$ cat src/rtl/gpmc_pkg.sv
// Shared types and constants for the GPMC-to-SRAM bridge.
package gpmc_pkg;

  localparam int GPMC_AD_W  = 16;
  localparam int RD_LAT_MAX = 4;

  typedef enum logic [1:0] {
    ST_IDLE,
    ST_ACTIVE,
    ST_READ,
    ST_WRITE
  } gpmc_state_e;

endpackage

$ cat src/rtl/gpmc_rd_pipe.sv
// Read-beat valid pipeline: tracks beats until their RAM data can be captured.
// A flush drops every in-flight beat and suppresses capture on that same edge.
module gpmc_rd_pipe
  import gpmc_pkg::*;
#(
  parameter int RD_LAT = 1
) (
  input  logic GPMC_CLK,
  input  logic GPMC_RST,
  input  logic issue,
  input  logic flush,
  output logic capture,
  output logic in_flight
);

  localparam int DEPTH = (RD_LAT > RD_LAT_MAX) ? RD_LAT_MAX : ((RD_LAT < 1) ? 1 : RD_LAT);

  logic [DEPTH-1:0] vld;

  always_ff @(posedge GPMC_CLK) begin
    if (GPMC_RST || flush) begin
      vld <= '0;
    end else begin
      vld[0] <= issue;
      for (int i = 1; i < DEPTH; i++) begin
        vld[i] <= vld[i-1];
      end
    end
  end

  assign capture   = vld[DEPTH-1] & ~flush;
  assign in_flight = issue | (|vld);

endmodule

$ cat src/rtl/gpmc_sram_bridge.sv
// GPMC bus to single-port view of a block RAM: address latch, burst beats, byte lanes.
// Define GPMC_WAIT_EN to drive GPMC_WAIT during the first read of a burst.
module gpmc_sram_bridge
  import gpmc_pkg::*;
#(
  parameter int ADDR_W = 11,
  parameter int RD_LAT = 1
) (
  input  logic                 GPMC_CLK,
  input  logic                 GPMC_RST,
  input  logic [GPMC_AD_W-1:0] GPMC_AD_IN,
  output logic [GPMC_AD_W-1:0] GPMC_DATA_OUT,
  output logic                 GPMC_DATA_OE,
  output logic                 GPMC_WAIT,
  input  logic                 GPMC_CS,
  input  logic                 GPMC_ADV,
  input  logic                 GPMC_OE,
  input  logic                 GPMC_WE,
  input  logic                 GPMC_BE0,
  input  logic                 GPMC_BE1,
  output logic                 err,
  output logic                 a_ena,
  output logic [1:0]           a_wr,
  output logic [ADDR_W-1:0]    a_addr,
  output logic [GPMC_AD_W-1:0] a_din,
  input  logic [GPMC_AD_W-1:0] a_dout
);

  // state     | meaning
  // ST_IDLE   | not selected, waiting for CS+ADV address cycle
  // ST_ACTIVE | address latched, no beat yet
  // ST_READ   | last beat was a read, bus driven by FPGA
  // ST_WRITE  | last beat was a write

  gpmc_state_e state_q, state_d;
  logic [ADDR_W-1:0]    addr_q, addr_d, ptr_q, ptr_d;
  logic                 ena_q, ena_d;
  logic [1:0]           wr_q, wr_d;
  logic [GPMC_AD_W-1:0] din_q, din_d, dout_q;
  logic                 err_q, err_d;
  logic                 rd_beat, rd_iss_q, flush, capture, in_flight;

  always_comb begin
    state_d = state_q;
    addr_d  = addr_q;
    ptr_d   = ptr_q;
    ena_d   = 1'b0;
    wr_d    = 2'b00;
    din_d   = din_q;
    err_d   = err_q;
    flush   = 1'b0;
    rd_beat = 1'b0;
    if (GPMC_CS) begin
      state_d = ST_IDLE;
      flush   = 1'b1;
    end else if (!GPMC_ADV) begin
      state_d = ST_ACTIVE;
      addr_d  = GPMC_AD_IN[ADDR_W-1:0];
      ptr_d   = GPMC_AD_IN[ADDR_W-1:0];
    end else if (state_q != ST_IDLE) begin
      // ptr_q is the next beat address; a_addr shows the beat in progress
      case ({GPMC_WE, GPMC_OE})
        2'b01: begin
          state_d = ST_WRITE;
          ena_d   = 1'b1;
          wr_d    = {~GPMC_BE1, ~GPMC_BE0};
          din_d   = GPMC_AD_IN;
          addr_d  = ptr_q;
          ptr_d   = ptr_q + 1'b1;
        end
        2'b10: begin
          state_d = ST_READ;
          ena_d   = 1'b1;
          rd_beat = 1'b1;
          addr_d  = ptr_q;
          ptr_d   = ptr_q + 1'b1;
        end
        2'b00:   err_d = 1'b1;
        default: ;
      endcase
    end
  end

  always_ff @(posedge GPMC_CLK) begin
    if (GPMC_RST) begin
      state_q  <= ST_IDLE;
      addr_q   <= '0;
      ptr_q    <= '0;
      ena_q    <= 1'b0;
      wr_q     <= 2'b00;
      din_q    <= '0;
      dout_q   <= '0;
      err_q    <= 1'b0;
      rd_iss_q <= 1'b0;
    end else begin
      state_q  <= state_d;
      addr_q   <= addr_d;
      ptr_q    <= ptr_d;
      ena_q    <= ena_d;
      wr_q     <= wr_d;
      din_q    <= din_d;
      err_q    <= err_d;
      rd_iss_q <= rd_beat;
      if (capture) dout_q <= a_dout;
    end
  end

  gpmc_rd_pipe #(.RD_LAT(RD_LAT)) u_rd_pipe (
    .GPMC_CLK  (GPMC_CLK),
    .GPMC_RST  (GPMC_RST),
    .issue     (rd_iss_q),
    .flush     (flush),
    .capture   (capture),
    .in_flight (in_flight)
  );

`ifdef GPMC_WAIT_EN
  localparam int WCNT_W = $clog2(RD_LAT_MAX + 2);
  localparam logic [WCNT_W-1:0] WAIT_LOAD = WCNT_W'(RD_LAT + 1);

  logic              first_q;
  logic [WCNT_W-1:0] wcnt_q;

  // Down-counter spans issue through the edge that captures the first beat
  always_ff @(posedge GPMC_CLK) begin
    if (GPMC_RST || GPMC_CS) begin
      first_q <= 1'b0;
      wcnt_q  <= '0;
    end else begin
      if (!GPMC_ADV) first_q <= 1'b1;
      else if (rd_beat) first_q <= 1'b0;
      if (rd_beat && first_q) wcnt_q <= WAIT_LOAD;
      else if (wcnt_q != '0) wcnt_q <= wcnt_q - 1'b1;
    end
  end

  assign GPMC_WAIT = (wcnt_q != '0);
`else
  assign GPMC_WAIT = 1'b0;
`endif

  assign a_ena         = ena_q;
  assign a_wr          = wr_q;
  assign a_addr        = addr_q;
  assign a_din         = din_q;
  assign err           = err_q;
  assign GPMC_DATA_OUT = dout_q;
  assign GPMC_DATA_OE  = (state_q == ST_READ) | in_flight;

endmodule

$ cat config.mk
export PLATFORM = sky130hd
export DESIGN_NAME = gpmc_sram_bridge
export DESIGN_NICKNAME = d
export VERILOG_FILES = /design/src/rtl/gpmc_pkg.sv /design/src/rtl/gpmc_rd_pipe.sv /design/src/rtl/gpmc_sram_bridge.sv
export SDC_FILE = /design/constraint.sdc
export NUM_CORES = 1
export LEC_CHECK = 0
export ABC_AREA = 0
export BUFFER_PORTS_ARGS = -buffer_cell sky130_fd_sc_hd__clkbuf_2
export CORE_MARGIN = 3
export CORE_UTILIZATION = 45
export CTS_CLUSTER_DIAMETER = 120
export DETAILED_ROUTE_END_ITERATION = 8
export PLACE_DENSITY = 0.72
export SKIP_LAST_GASP = 1
export SLEW_MARGIN = 20
export SYNTH_ARGS = -nofsm -noshare
export SYNTH_HDL_FRONTEND = slang
export SYNTH_SLANG_ARGS = --single-unit
$ cat constraint.sdc
create_clock -name GPMC_CLK -period 2.2 [get_ports GPMC_CLK]
set_input_delay 0.44 -clock GPMC_CLK [delete_from_list [all_inputs] [get_ports GPMC_CLK]]
set_output_delay 0.44 -clock GPMC_CLK [all_outputs]
set_load 0.01 [all_outputs]
==> key figures, run 1 <==
Outcome
  • Status: finished clean

Global routing
  • Vias in the first global route: between 2000 and 2500
  • Global-route wire length before repair: about 11000 µm
  • Grt ovf: 0
  • Gr busiest metal: met2
  • Gr usage total: roughly a fifth
  • Antenna violations before repair: 0
  • Met1 Usage GRT: between 20% and 30%
  • Pin count of the biggest net entering global routing: 34
  • Met2 Usage GRT: 29.15%
  • Met3 Resource Use GR: about 7.5%

Worst setup path
  • Critical Path End Type: register
  • R2r startpoint: ptr_q[0]
  • Worst Setup Path Type: input port to register
  • Critical path peak fanout: 21
  • CP Data Arrival Time: around 1.8 ns
  • R2R setup slack: 0.63 ns
  • Worst R2R Path Depth: 5
  • WP data required: 2.44 ns
  • Reg2reg end: ptr_q[8]
  • Crit start category: input port

Placed design
  • GP Congestion: about 0.77
  • Post-DP HPWL: 4371 µm
  • PortBufs: 87

Drt
  • Vias: 2334
  • Antenna Nets Post-Route: 0
  • Drt pass-1 iters: 4
  • Drt wl/cell: 13.09 µm
  • Iter 0 DRT Violations: 116
  • Routed vias/inst: 5.019
  • DRT Wirelength: 6087 µm
  • DRC Markers: 0

Layout
  • Layout filler cell count: 519
  • Layout Nets: between 400 and 500
  • Footprint of the multi-input gates: 1287 µm²
  • Area occupied by registers: approximately 1200 µm²
  • Antenna cells: 0
  • Area grow syn2layout: 23.96%
  • Fraction of layout cells with a size suffix above 1: 29.01%

CTS
  • H-tree Lvls: 3
  • Clock Latency Late Sink: 0.34 ns
  • Post-CTS sizing: 0
  • Root buf cell: clkbuf_8
  • CTS Hold Bufs: 0
  • TritonCTS clock tree: yes
  • # clock sinks: 62
  • Clk slew on worst S/H paths: 0.06 ns
  • Number of buffers created by CTS: 9
  • Maximum root-to-sink buffer count: 2
  • Post-CTS setup buffer count: 0

Synthesis
  • Async set or reset register ratio after synthesis: 0%
  • Synth area leader: dfxtp_1
  • Cells after Synth: 306
  • Synth top area share: between 40% and 50%
  • Syn_area_per_cell: about 8.8 µm²
  • Syn_nets: 350
  • Number of synthesized register bits: 62
  • Ys Warns: 0
  • Synth top area cells: dfxtp_1 (46%), mux2i_1 (9.7%), nand2_1 (6.6%), nor2_1 (5.7%), a21oi_1 (4.8%)
  • Seq/Total Area, Yosys: 46.25%
  • Syn Std Cell Area: 2684 µm²
  • Distinct cells, synth: 43
  • Post-synth top flop: dfxtp_1
  • EDFF count, synth: 0

Floorplanning
  • IO Pins: 89
  • Die X: 83.23 µm
  • Starting Density: 47.57%
  • Die H: 83.23 µm
  • Row count: 27
  • Core area: 5642 µm²
  • Die area: around 6900 µm²

Timing
  • Worst slew margin: 60.28%
  • TNS Setup: 0 ns
  • Minimum clock period: 1.584 ns
  • Final Hold Viols: 0
  • Unrepaired setup endpoints after global routing: no
  • Layout Skew: 0.007078 ns
  • Fin crit share: 72.02%
  • Fin. max-slew vios: 0
  • Final setup vio count: 0
  • Least-Margin Pin Slew: 0.5958 ns
  • Highest Clock Rate: approximately 0.63 GHz

Min path
  • Hold endpoint: a_wr[0]
  • Hold depth: 2
  • Hold crit path type: input port to register
  • Min-delay src: GPMC_BE0

Flow run
  • Max cap viols: 0

Power
  • Cell area power density: 691.1 nW/µm²
  • Total Power: 0.002299 W
  • Worst-case vdd ir drop: 441.0 µV
  • Lkg Pwr: about 1.4 nW
worst max path at each step:
stage | startpoint | endpoint | slack, ns | cells after the start
2_1_floorplan | GPMC_OE | a_addr[7] | 0.58 | 7
3_3_place_gp | GPMC_OE | a_addr[4] | 0.35 | 8
3_5_place_dp | GPMC_OE | a_addr[4] | 0.27 | 8
4_1_cts | state_q[1] | GPMC_DATA_OE | 0.62 | 3
5_1_grt | GPMC_OE | a_addr[1] | 0.50 | 8
6_report | GPMC_OE | a_addr[4] | 0.62 | 8
placed cells by master, fill, tap and decap left out, drive strengths merged, types with 2 or more instances in the layout:
| cell type | count |
|---|---|
| nor4b | 2 |
| a311oi | 3 |
| a21oi | 27 |
| a311o | 2 |
| ha | 4 |
| inv | 7 |
| nand2 | 47 |
| and2 | 5 |
| a211oi | 10 |
| o21ai | 12 |
| nor3 | 3 |
| o22ai | 2 |
| nor2b | 4 |
| nand3 | 3 |
| clkbuf | 100 |
| dfxtp | 62 |
| nor2 | 41 |
| nand2b | 5 |
| buf | 8 |
| nor4 | 3 |
| mux2i | 26 |
synth_stat cells, types with 3 or more instances:
library cell,number
a211oi_1,10
a21oi_1,26
and2_1,5
buf_2,5
buf_4,4
clkbuf_1,10
dfxtp_1,62
ha_1,4
inv_1,7
mux2i_1,26
nand2_1,47
nand2b_1,5
nand3_1,3
nor2_1,41
nor2b_1,4
nor3_1,3
nor4_1,3
o21ai_0,10
worst max-delay path, stage by stage:
cell and delay (ns):
clkbuf_2 0.09, inv_1 0.05, ha_1 0.32, o21ai_2 0.11, a21oi_4 0.23, buf_4 0.27
nor2_1 0.06, a311oi_1 0.25
metrics by stage:
step	cell area (µm²)	cells	utilization [%]	setup slack (ns)	hold slack, ns
global placement	3153	451	55.89	0.3503	0.4410
floorplan	2684	306	-	0.5800	0.4309
CTS	3327	465	58.97	0.6213	0.2413
global route	3327	465	58.97	0.4976	0.2356
finish	3327	465	58.97	0.6155	0.2522
detailed placement	3153	451	55.89	0.2741	0.4492
registers in the layout, summed over array words and instances, names as in the netlist:
name           cells
GPMC_DATA_OUT     16
a_din             16
a_addr            11
ptr_q             11
a_wr               2
state_q            2
a_ena              1
err                1
rd_iss_q           1
u_rd_pipe.vld      1
metal layers:
metal	up-vias	part of all wire (%)	wire (µm)
li1	1216	-	-
met1	1042	46	2801
met2	68	46	2825
met3	8	6.2	379
met4	0	1.3	81
met5	-	0	0
power by group:
group,leakage [nW],switching (W),internal (W)
Sequential,0.503,0.0000280,0.00115
Combinational,0.802,0.000123,0.000100
Clock,0.0914,0.000407,0.000487
layout make-up:
class                           count  share of cell area (%)
Clock inverter                      1                  0.1504
Clock buffer                       13                   5.077
Timing Repair Buffer               95                   15.27
Inverter                            7                  0.7898
Sequential cell                    62                   37.31
Tap cell                           72                   2.708
Multi-Input combinational cell    215                   38.70
cell families (layout without fill, tap and decap cells):
logic type,count (synthesis),in the layout,synth area share [%]
AO/OA/AOI/OAI,65,65,16.13
buffers and inverters,29,116,6.014
multiplexers,26,26,9.697
other,1,1,0.1397
flip-flops,62,62,46.25
adder cells (fa/ha/maj),4,4,1.865
AND/OR/NAND/NOR,119,119,19.91
(Power assumes the default switching activity.)
==> run 2, diff against run 1 <==
--- a/config.mk
+++ b/config.mk
@@ -5,7 +5,7 @@
 export SDC_FILE = /design/constraint.sdc
 export NUM_CORES = 1
 export LEC_CHECK = 0
-export ABC_AREA = 0
+export ABC_AREA = 1
 export BUFFER_PORTS_ARGS = -buffer_cell sky130_fd_sc_hd__clkbuf_2
 export CORE_MARGIN = 3
 export CORE_UTILIZATION = 45
==> constraint.sdc (replaced) <==
create_clock -name GPMC_CLK -period 1.7 [get_ports GPMC_CLK]
set_input_delay 0.34 -clock GPMC_CLK [delete_from_list [all_inputs] [get_ports GPMC_CLK]]
set_output_delay 0.34 -clock GPMC_CLK [all_outputs]
set_load 0.01 [all_outputs]
==> run 2 against run 1 <==
First-iteration DRC count is 0.86% higher. Non-clock buffer count is 2 lower. Synthesized cell count is 21% higher. Register-to-register slack worse by 0.39 ns. Largest power group unchanged.
==> key figures, run 2 <==
Floorplanning
  • IO Pins: 89 (unchanged)
  • Die X: 83.19 µm (was 83.23 µm)
  • Die area: 6921 µm² (was 6926 µm²)
  • Starting Density: 47.53% (was 47.57%)
  • Row count: 27 (unchanged)
  • Die H: 83.19 µm (was 83.23 µm)
  • Core area: 5642 µm² (unchanged)

Global routing
  • Vias in the first global route: 2665 (was 2179)
  • Global-route wire length before repair: 11210 µm (was 10510 µm)
  • Grt ovf: 0 (unchanged)
  • Antenna violations before repair: 0 (unchanged)
  • Gr usage total: 19.38% (was 18.77%)
  • Pin count of the biggest net entering global routing: 27 (was 34)

Layout
  • Area occupied by registers: 1241 µm² (unchanged)
  • Antenna cells: 0 (unchanged)
  • Commonest non-fill, non-tap cell in the layout: nor2_1 (was clkbuf_2)
  • Area grow syn2layout: 25.66% (was 23.96%)
  • Most frequent cells in the layout: nor2_1 (100), clkbuf_2 (87), dfxtp_1 (62) (was clkbuf_2 (87), dfxtp_1 (62), nand2_1 (47))
  • Layout filler cell count: 538 (was 519)
  • Layout Nets: 500 (was 434)
  • Fraction of layout cells with a size suffix above 1: 26.25% (was 29.01%)
  • Footprint of the multi-input gates: 1172 µm² (was 1287 µm²)

Outcome
  • Status: finished clean (unchanged)

CTS
  • CTS Hold Bufs: 0 (unchanged)
  • Root buf cell: clkbuf_8 (unchanged)
  • Post-CTS setup buffer count: 0 (unchanged)
  • Maximum root-to-sink buffer count: 2 (unchanged)
  • # clock sinks: 62 (unchanged)
  • Clock Latency Late Sink: 0.34 ns (about the same)
  • H-tree Lvls: 3 (unchanged)
  • Number of buffers created by CTS: 9 (unchanged)
  • Post-CTS sizing: 0 (unchanged)
  • Clk slew on worst S/H paths: 0.07 ns (was 0.06 ns)
  • TritonCTS clock tree: yes (unchanged)

Timing
  • Final Hold Viols: 0 (unchanged)
  • Layout Skew: 0.004491 ns (was 0.007078 ns)
  • Fin crit share: 86.06%
  • Highest Clock Rate: 0.6836 GHz
  • Hold WS: 0.1514 ns (was 0.2522 ns)
  • Final setup vio count: 0 (unchanged)
  • Fin. max-slew vios: 0 (unchanged)
  • Unrepaired setup endpoints after global routing: no (unchanged)
  • TNS Setup: 0 ns (unchanged)
  • Minimum clock period: 1.463 ns

Worst setup path
  • CP Data Arrival Time: 1.70 ns (was 1.83 ns)
  • Crit start category: register (was input port)
  • Critical Path End Type: register (unchanged)
  • CP max-delay cell: dfxtp_1 (was ha_1)
  • Critical path peak fanout: 6 (was 21)
  • Levels on crit path: 8 (unchanged)
  • Number of buffers and inverters on the critical path: 1 (was 3)
  • WP data required: 1.94 ns (was 2.44 ns)
  • CP max stage delay: 0.41 ns (was 0.32 ns)
  • Worst Setup Path Type: register to register (was input port to register)
  • CP Cell Sequence: ha_1 -> nand3_1 -> nor2_1 -> nand3_1 -> nand2_1 -> nand3_1 -> nand2_1 -> inv_1 (was clkbuf_2 -> inv_1 -> ha_1 -> o21ai_2 -> a21oi_4 -> buf_4 -> nor2_1 -> a311oi_1)
  • Worst R2R Path Depth: 8 (was 5)
  • Kind of cell adding the most delay to the critical path: simple AND/OR/NAND/NOR gates (was compound AO/OA/AOI/OAI gates)
  • Most frequent cell on the critical path: nand3_1

Drt
  • Antenna Nets Post-Route: 0 (unchanged)
  • Routed vias/inst: 4.895 (was 5.019)
  • Vias: 2609 (was 2334)
  • DRC Markers: 0 (unchanged)
  • Iter 0 DRT Violations: 117 (was 116)
  • DRT Wirelength: 6299 µm (was 6087 µm)
  • Drt wl/cell: 11.82 µm (was 13.09 µm)
  • Drt pass-1 iters: 5 (was 4)

Synthesis
  • Main combinational cell family by area after synthesis: simple AND/OR/NAND/NOR gates (unchanged)
  • Number of synthesized register bits: 62 (unchanged)
  • Simple logic cell fraction of the synthesized area: 25.29% (was 19.91%)
  • Ys Warns: 0 (unchanged)
  • Synth top area share: 46.29% (was 46.25%)
  • Most common cell in the netlist: nor2_1 (was dfxtp_1)
  • Syn Std Cell Area: 2681 µm² (was 2684 µm²)
  • Seq/Total Area, Yosys: 46.29% (was 46.25%)
  • Post-synthesis adder-cell area fraction: 1.867% (was 1.865%)
  • Distinct cells, synth: 29 (was 43)
  • Syn_area_per_cell: 7.227 µm² (was 8.771 µm²)
  • EDFF count, synth: 0 (unchanged)
  • Syn_nets: 415 (was 350)
  • Synth area leader: dfxtp_1 (unchanged)
  • Mux share of post-synthesis cell area: 0% (was 9.697%)
  • Cells after Synth: 371 (was 306)
  • Synth cell count leaders: nor2_1 (100), dfxtp_1 (62), o21ai_0 (53) (was dfxtp_1 (62), nand2_1 (47), nor2_1 (41))
  • Xor/xnor cell area share of the yosys netlist: 0% (unchanged)
  • Async set or reset register ratio after synthesis: 0% (unchanged)
  • Compound-cell area share of the yosys netlist: 16.43% (was 16.13%)
  • Post-synth top flop: dfxtp_1 (unchanged)
  • Synth top area cells: dfxtp_1 (46%), nor2_1 (14%), o21ai_0 (9.9%), nand2_1 (6.6%), inv_1 (4.1%) (was dfxtp_1 (46%), mux2i_1 (9.7%), nand2_1 (6.6%), nor2_1 (5.7%), a21oi_1 (4.8%))

Placed design
  • Post-DP HPWL: 4614 µm (was 4371 µm)
  • PortBufs: 87 (unchanged)
  • GP Congestion: 0.8485 (was 0.7703)

Power
  • Sequential Power Share: 47.0% (was 51.4%)
  • Comb pwr share: 10.1% (was 9.7%)
  • Net Sw Power: 0.0007678 W (was 0.0005578 W)
  • Worst-case vdd ir drop: 510.3 µV (was 441.0 µV)
  • Clk network pwr share: 42.9% (was 38.9%)
  • Lkg Pwr: 1.658 nW (was 1.397 nW)
  • Internal Pwr Total: 0.002500 W (was 0.001741 W)
  • Net Sw Frac: 23.49% (was 24.26%)
  • Cell area power density: 969.9 nW/µm² (was 691.1 nW/µm²)

Min path
  • Hold depth: 2 (unchanged)
  • Hold crit path type: input port to register (unchanged)

Flow run
  • Max cap viols: 0 (unchanged)
==> run 2: cell count changes in the layout (fill, tap and decap cells not counted), moves of 6 or more <==
| cell | previous run | this run |
|---|---|---|
| a211oi_1 | 10 | 0 |
| mux2i_1 | 26 | 0 |
| nand3_1 | 3 | 12 |
| o21ai_0 | 10 | 53 |
| o21ai_1 | 0 | 6 |
| nor2_1 | 41 | 100 |
| inv_1 | 7 | 29 |
| a21oi_1 | 26 | 16 |
==> run 2: power groups by stage <==
stage	Combinational, W	Clock (W)	Sequential, W
floorplan	0.000204	0	0.00157
global placement	0.000326	0	0.00156
detailed placement	0.000330	0	0.00157
CTS	0.000333	0.00143	0.00153
global route	0.000380	0.00150	0.00154
finish	0.000331	0.00140	0.00153
==> run 2: kinds of logic (layout without fill, tap and decap cells) <==
group	after synthesis	in the layout
AO/OA/AOI/OAI	82	82
adder cells (fa/ha/maj)	4	4
buffers and inverters	53	143
flip-flops	62	62
other	1	1
AND/OR/NAND/NOR	169	169
==> run 2: path summary, 6_finish.rpt <==
check,startpoint,to,slack [ns]
max,ptr_q[0],ptr_q[10],0.24
min,GPMC_BE1,a_wr[1],0.15
max reg2reg,ptr_q[0],ptr_q[10],0.24
min reg2reg,rd_iss_q,u_rd_pipe.vld,0.45
==> run 2: cell type report <==
cell class	instances	share of cell area, %
flip-flops and latches	62	36.84
repair buffers	93	15.37
multi-input cells	256	34.79
well taps	72	2.674
clock inverters	4	2.079
inverters	34	3.936
clock buffers	12	4.307
==> run 2: routing by layer <==
layer / vias to the layer above / GRT usage, % / wire length, µm
li1: 1342 / - / -
met1: 1167 / 22.30 / 2785
met2: 87 / 32.07 / 2891
met3: 13 / 6.944 / 531
met4: 0 / 8.915 / 91
met5: - / 0 / 0
==> run 2: through the flow <==
step / total power [W] / cell area (µm²) / std cells / worst slack (ns) / utilization, %
2_1_floorplan: 0.001776 / 2681 / 371 / 0.3140 / -
3_3_place_gp: 0.001890 / 3154 / 517 / 0.1371 / 55.91
3_5_place_dp: 0.001897 / 3154 / 517 / 0.1050 / 55.91
4_1_cts: 0.003301 / 3369 / 533 / 0.2416 / 59.72
5_1_grt: 0.003421 / 3369 / 533 / 0.07837 / 59.72
6_report: 0.003268 / 3369 / 533 / 0.2370 / 59.72
==> run 3, diff against run 2 <==
--- a/config.mk
+++ b/config.mk
@@ -7,11 +7,13 @@
 export LEC_CHECK = 0
 export ABC_AREA = 1
 export BUFFER_PORTS_ARGS = -buffer_cell sky130_fd_sc_hd__clkbuf_2
+export CELL_PAD_IN_SITES_DETAIL_PLACEMENT = 1
+export CELL_PAD_IN_SITES_GLOBAL_PLACEMENT = 2
 export CORE_MARGIN = 3
-export CORE_UTILIZATION = 45
+export CORE_UTILIZATION = 27
 export CTS_CLUSTER_DIAMETER = 120
 export DETAILED_ROUTE_END_ITERATION = 8
-export PLACE_DENSITY = 0.72
+export PLACE_DENSITY_LB_ADDON = 0.1
 export SKIP_LAST_GASP = 1
 export SLEW_MARGIN = 20
 export SYNTH_ARGS = -nofsm -noshare
==> run 3 against run 2 <==
Wire length is 20% higher. Clock power down 21%. Die area up 61%. Sequential power hardly changed. Sequential cell count unchanged. Non-clock buffer count up 4. Cell count up 11%.
==> key figures, run 3 (synthesized netlist as in run 2, its figures left out) <==
Min path
  • Hold crit path type: input port to register (unchanged)
  • Min-delay src: GPMC_BE1 (unchanged)

Timing
  • TNS Setup: 0 ns (unchanged)
  • Fin crit share: 87.13% (was 86.06%)
  • Worst slew margin: 66.44%
  • Final worst slack: 0.2189 ns (was 0.2370 ns)
  • Highest Clock Rate: 0.6752 GHz (was 0.6836 GHz)
  • Hold WS: 0.1632 ns (was 0.1514 ns)
  • Layout Skew: 0.008492 ns (was 0.004491 ns)
  • Least-Margin Pin Slew: 0.5028 ns
  • Final Hold Viols: 0 (unchanged)
  • Minimum clock period: 1.481 ns (was 1.463 ns)
  • Unrepaired setup endpoints after global routing: no (unchanged)
  • Final setup vio count: 0 (unchanged)
  • Fin. max-slew vios: 0 (unchanged)

Floorplanning
  • Row count: 35 (was 27)
  • Die area: 11160 µm² (was 6921 µm²)
  • Die H: 105.7 µm (was 83.19 µm)
  • Die X: 105.7 µm (was 83.19 µm)
  • Core area: 9459 µm² (was 5642 µm²)
  • IO Pins: 89 (unchanged)
  • Starting Density: 28.35% (was 47.53%)

Placed design
  • PortBufs: 87 (unchanged)
  • Post-DP HPWL: 5689 µm (was 4614 µm)
  • Worst slack, placed: 0.06946 ns (was 0.1050 ns)
  • GP Congestion: 0.7331 (was 0.8485)

CTS
  • Root buf cell: clkbuf_8 (unchanged)
  • H-tree Lvls: 3 (unchanged)
  • Number of buffers created by CTS: 9 (unchanged)
  • Clk slew on worst S/H paths: 0.06 ns (was 0.07 ns)
  • CTS Hold Bufs: 0 (unchanged)
  • Post-CTS setup buffer count: 0 (unchanged)
  • # clock sinks: 62 (unchanged)
  • Maximum root-to-sink buffer count: 2 (unchanged)
  • TritonCTS clock tree: yes (unchanged)
  • Clock Latency Late Sink: 0.33 ns (was 0.34 ns)
  • Post-CTS sizing: 0 (unchanged)

Layout
  • Area grow syn2layout: 27.67% (was 25.66%)
  • Commonest non-fill, non-tap cell in the layout: nor2_1 (unchanged)
  • Layout Nets: 504 (was 500)
  • Layout Utilization: 36.19% (was 59.72%)
  • Antenna cells: 0 (unchanged)
  • Fraction of layout cells with a size suffix above 1: 26.88% (was 26.25%)
  • Most frequent cells in the layout: nor2_1 (100), clkbuf_2 (87), dfxtp_1 (62) (unchanged)

Drt
  • Vias: 2643 (was 2609)
  • Iter 0 DRT Violations: 55 (was 117)
  • Drt pass-1 iters: 4 (was 5)
  • Routed vias/inst: 4.449 (was 4.895)
  • DRT Wirelength: 7570 µm (was 6299 µm)
  • Antenna Nets Post-Route: 0 (unchanged)
  • DRC Markers: 0 (unchanged)
  • Drt wl/cell: 12.74 µm (was 11.82 µm)

Worst setup path
  • Critical Path End Type: register (unchanged)
  • WP data required: 1.93 ns (was 1.94 ns)
  • Worst Setup Path Type: register to register (unchanged)
  • Critical path peak fanout: 6 (unchanged)
  • CP Data Arrival Time: 1.71 ns (was 1.70 ns)
  • R2r startpoint: ptr_q[1] (was ptr_q[0])
  • Crit start category: register (unchanged)
  • Crit path from: ptr_q[1] (was ptr_q[0])

Power
  • Sequential Power Share: 51.2% (was 47.0%)
  • Internal Pwr Total: 0.002206 W (was 0.002500 W)
  • Net Sw Power: 0.0007875 W (was 0.0007678 W)
  • Cell area power density: 874.5 nW/µm² (was 969.9 nW/µm²)
  • Worst-case vdd ir drop: 393.9 µV (was 510.3 µV)
  • Clk network pwr share: 37.2% (was 42.9%)
  • Lkg Pwr: 1.652 nW (was 1.658 nW)
  • Comb pwr share: 11.6% (was 10.1%)
  • Total Power: 0.002994 W (was 0.003268 W)
  • Net Sw Frac: 26.31% (was 23.49%)

Global routing
  • Pin count of the biggest net entering global routing: 36 (was 27)
  • Gr usage total: 14.25% (was 19.38%)
  • Vias in the first global route: 2788 (was 2665)
  • Grt ovf: 0 (unchanged)
  • Global-route wire length before repair: 12900 µm (was 11210 µm)
  • Antenna violations before repair: 0 (unchanged)

Outcome
  • Status: finished clean (unchanged)

Flow run
  • Max cap viols: 0 (unchanged)
## run 3: changes by cell type in the layout (fill, tap and decap cells not counted)
| cell | delta |
|---|---|
| clkinv_2 | +1 |
| buf_4 | +4 |
| bufinv_16 | -2 |
| clkinvlp_4 | +1 |
## run 3: final cells by class
cell class | instances | area [µm²]
multi-input cells | 256 | 1172
clock inverters | 4 | 22.52
well taps | 129 | 161.4
repair buffers | 97 | 548.0
clock buffers | 12 | 145.1
inverters | 34 | 132.6
flip-flops and latches | 62 | 1241
fillers | 1244 | 6036
## run 3: critical path, stage by stage (launching register included)
cell and delay, ns:
dfxtp_1 0.38, ha_1 0.21, nand3_1 0.09, nor2_1 0.35, nand3_1 0.12, nand2_1 0.08, nand3_1 0.06, nand2_1 0.06
inv_1 0.03
## run 3: power by group through the flow
stage	logic (W)	clock network, W	registers, W
after global routing	0.000400	0.00124	0.00154
after detailed placement	0.000355	0	0.00157
after CTS	0.000356	0.00118	0.00153
after global placement	0.000350	0	0.00156
after floorplan	0.000204	0	0.00157
final	0.000347	0.00111	0.00153
## run 3: worst paths after layout
| check | to | slack [ns] | depth (start not counted) |
|---|---|---|---|
| min | a_wr[1] | 0.16 | 2 |
| max reg2reg | ptr_q[10] | 0.22 | 8 |
| min reg2reg | u_rd_pipe.vld | 0.44 | 2 |
| max | ptr_q[10] | 0.22 | 8 |
## run 3: stage by stage
stage	instances	area [µm²]
after floorplan	371	2681
after CTS	594	3423
after global placement	578	3256
after detailed placement	578	3256
final	594	3423
after global routing	594	3423
## run 3: per-layer routing
layer | track usage (%) | vias up | wire, µm
li1 | - | 1352 | -
met1 | 16.10 | 1232 | 3273
met2 | 25.64 | 49 | 3831
met3 | 4.409 | 10 | 378
met4 | 4.163 | 0 | 86
met5 | 0 | - | 0
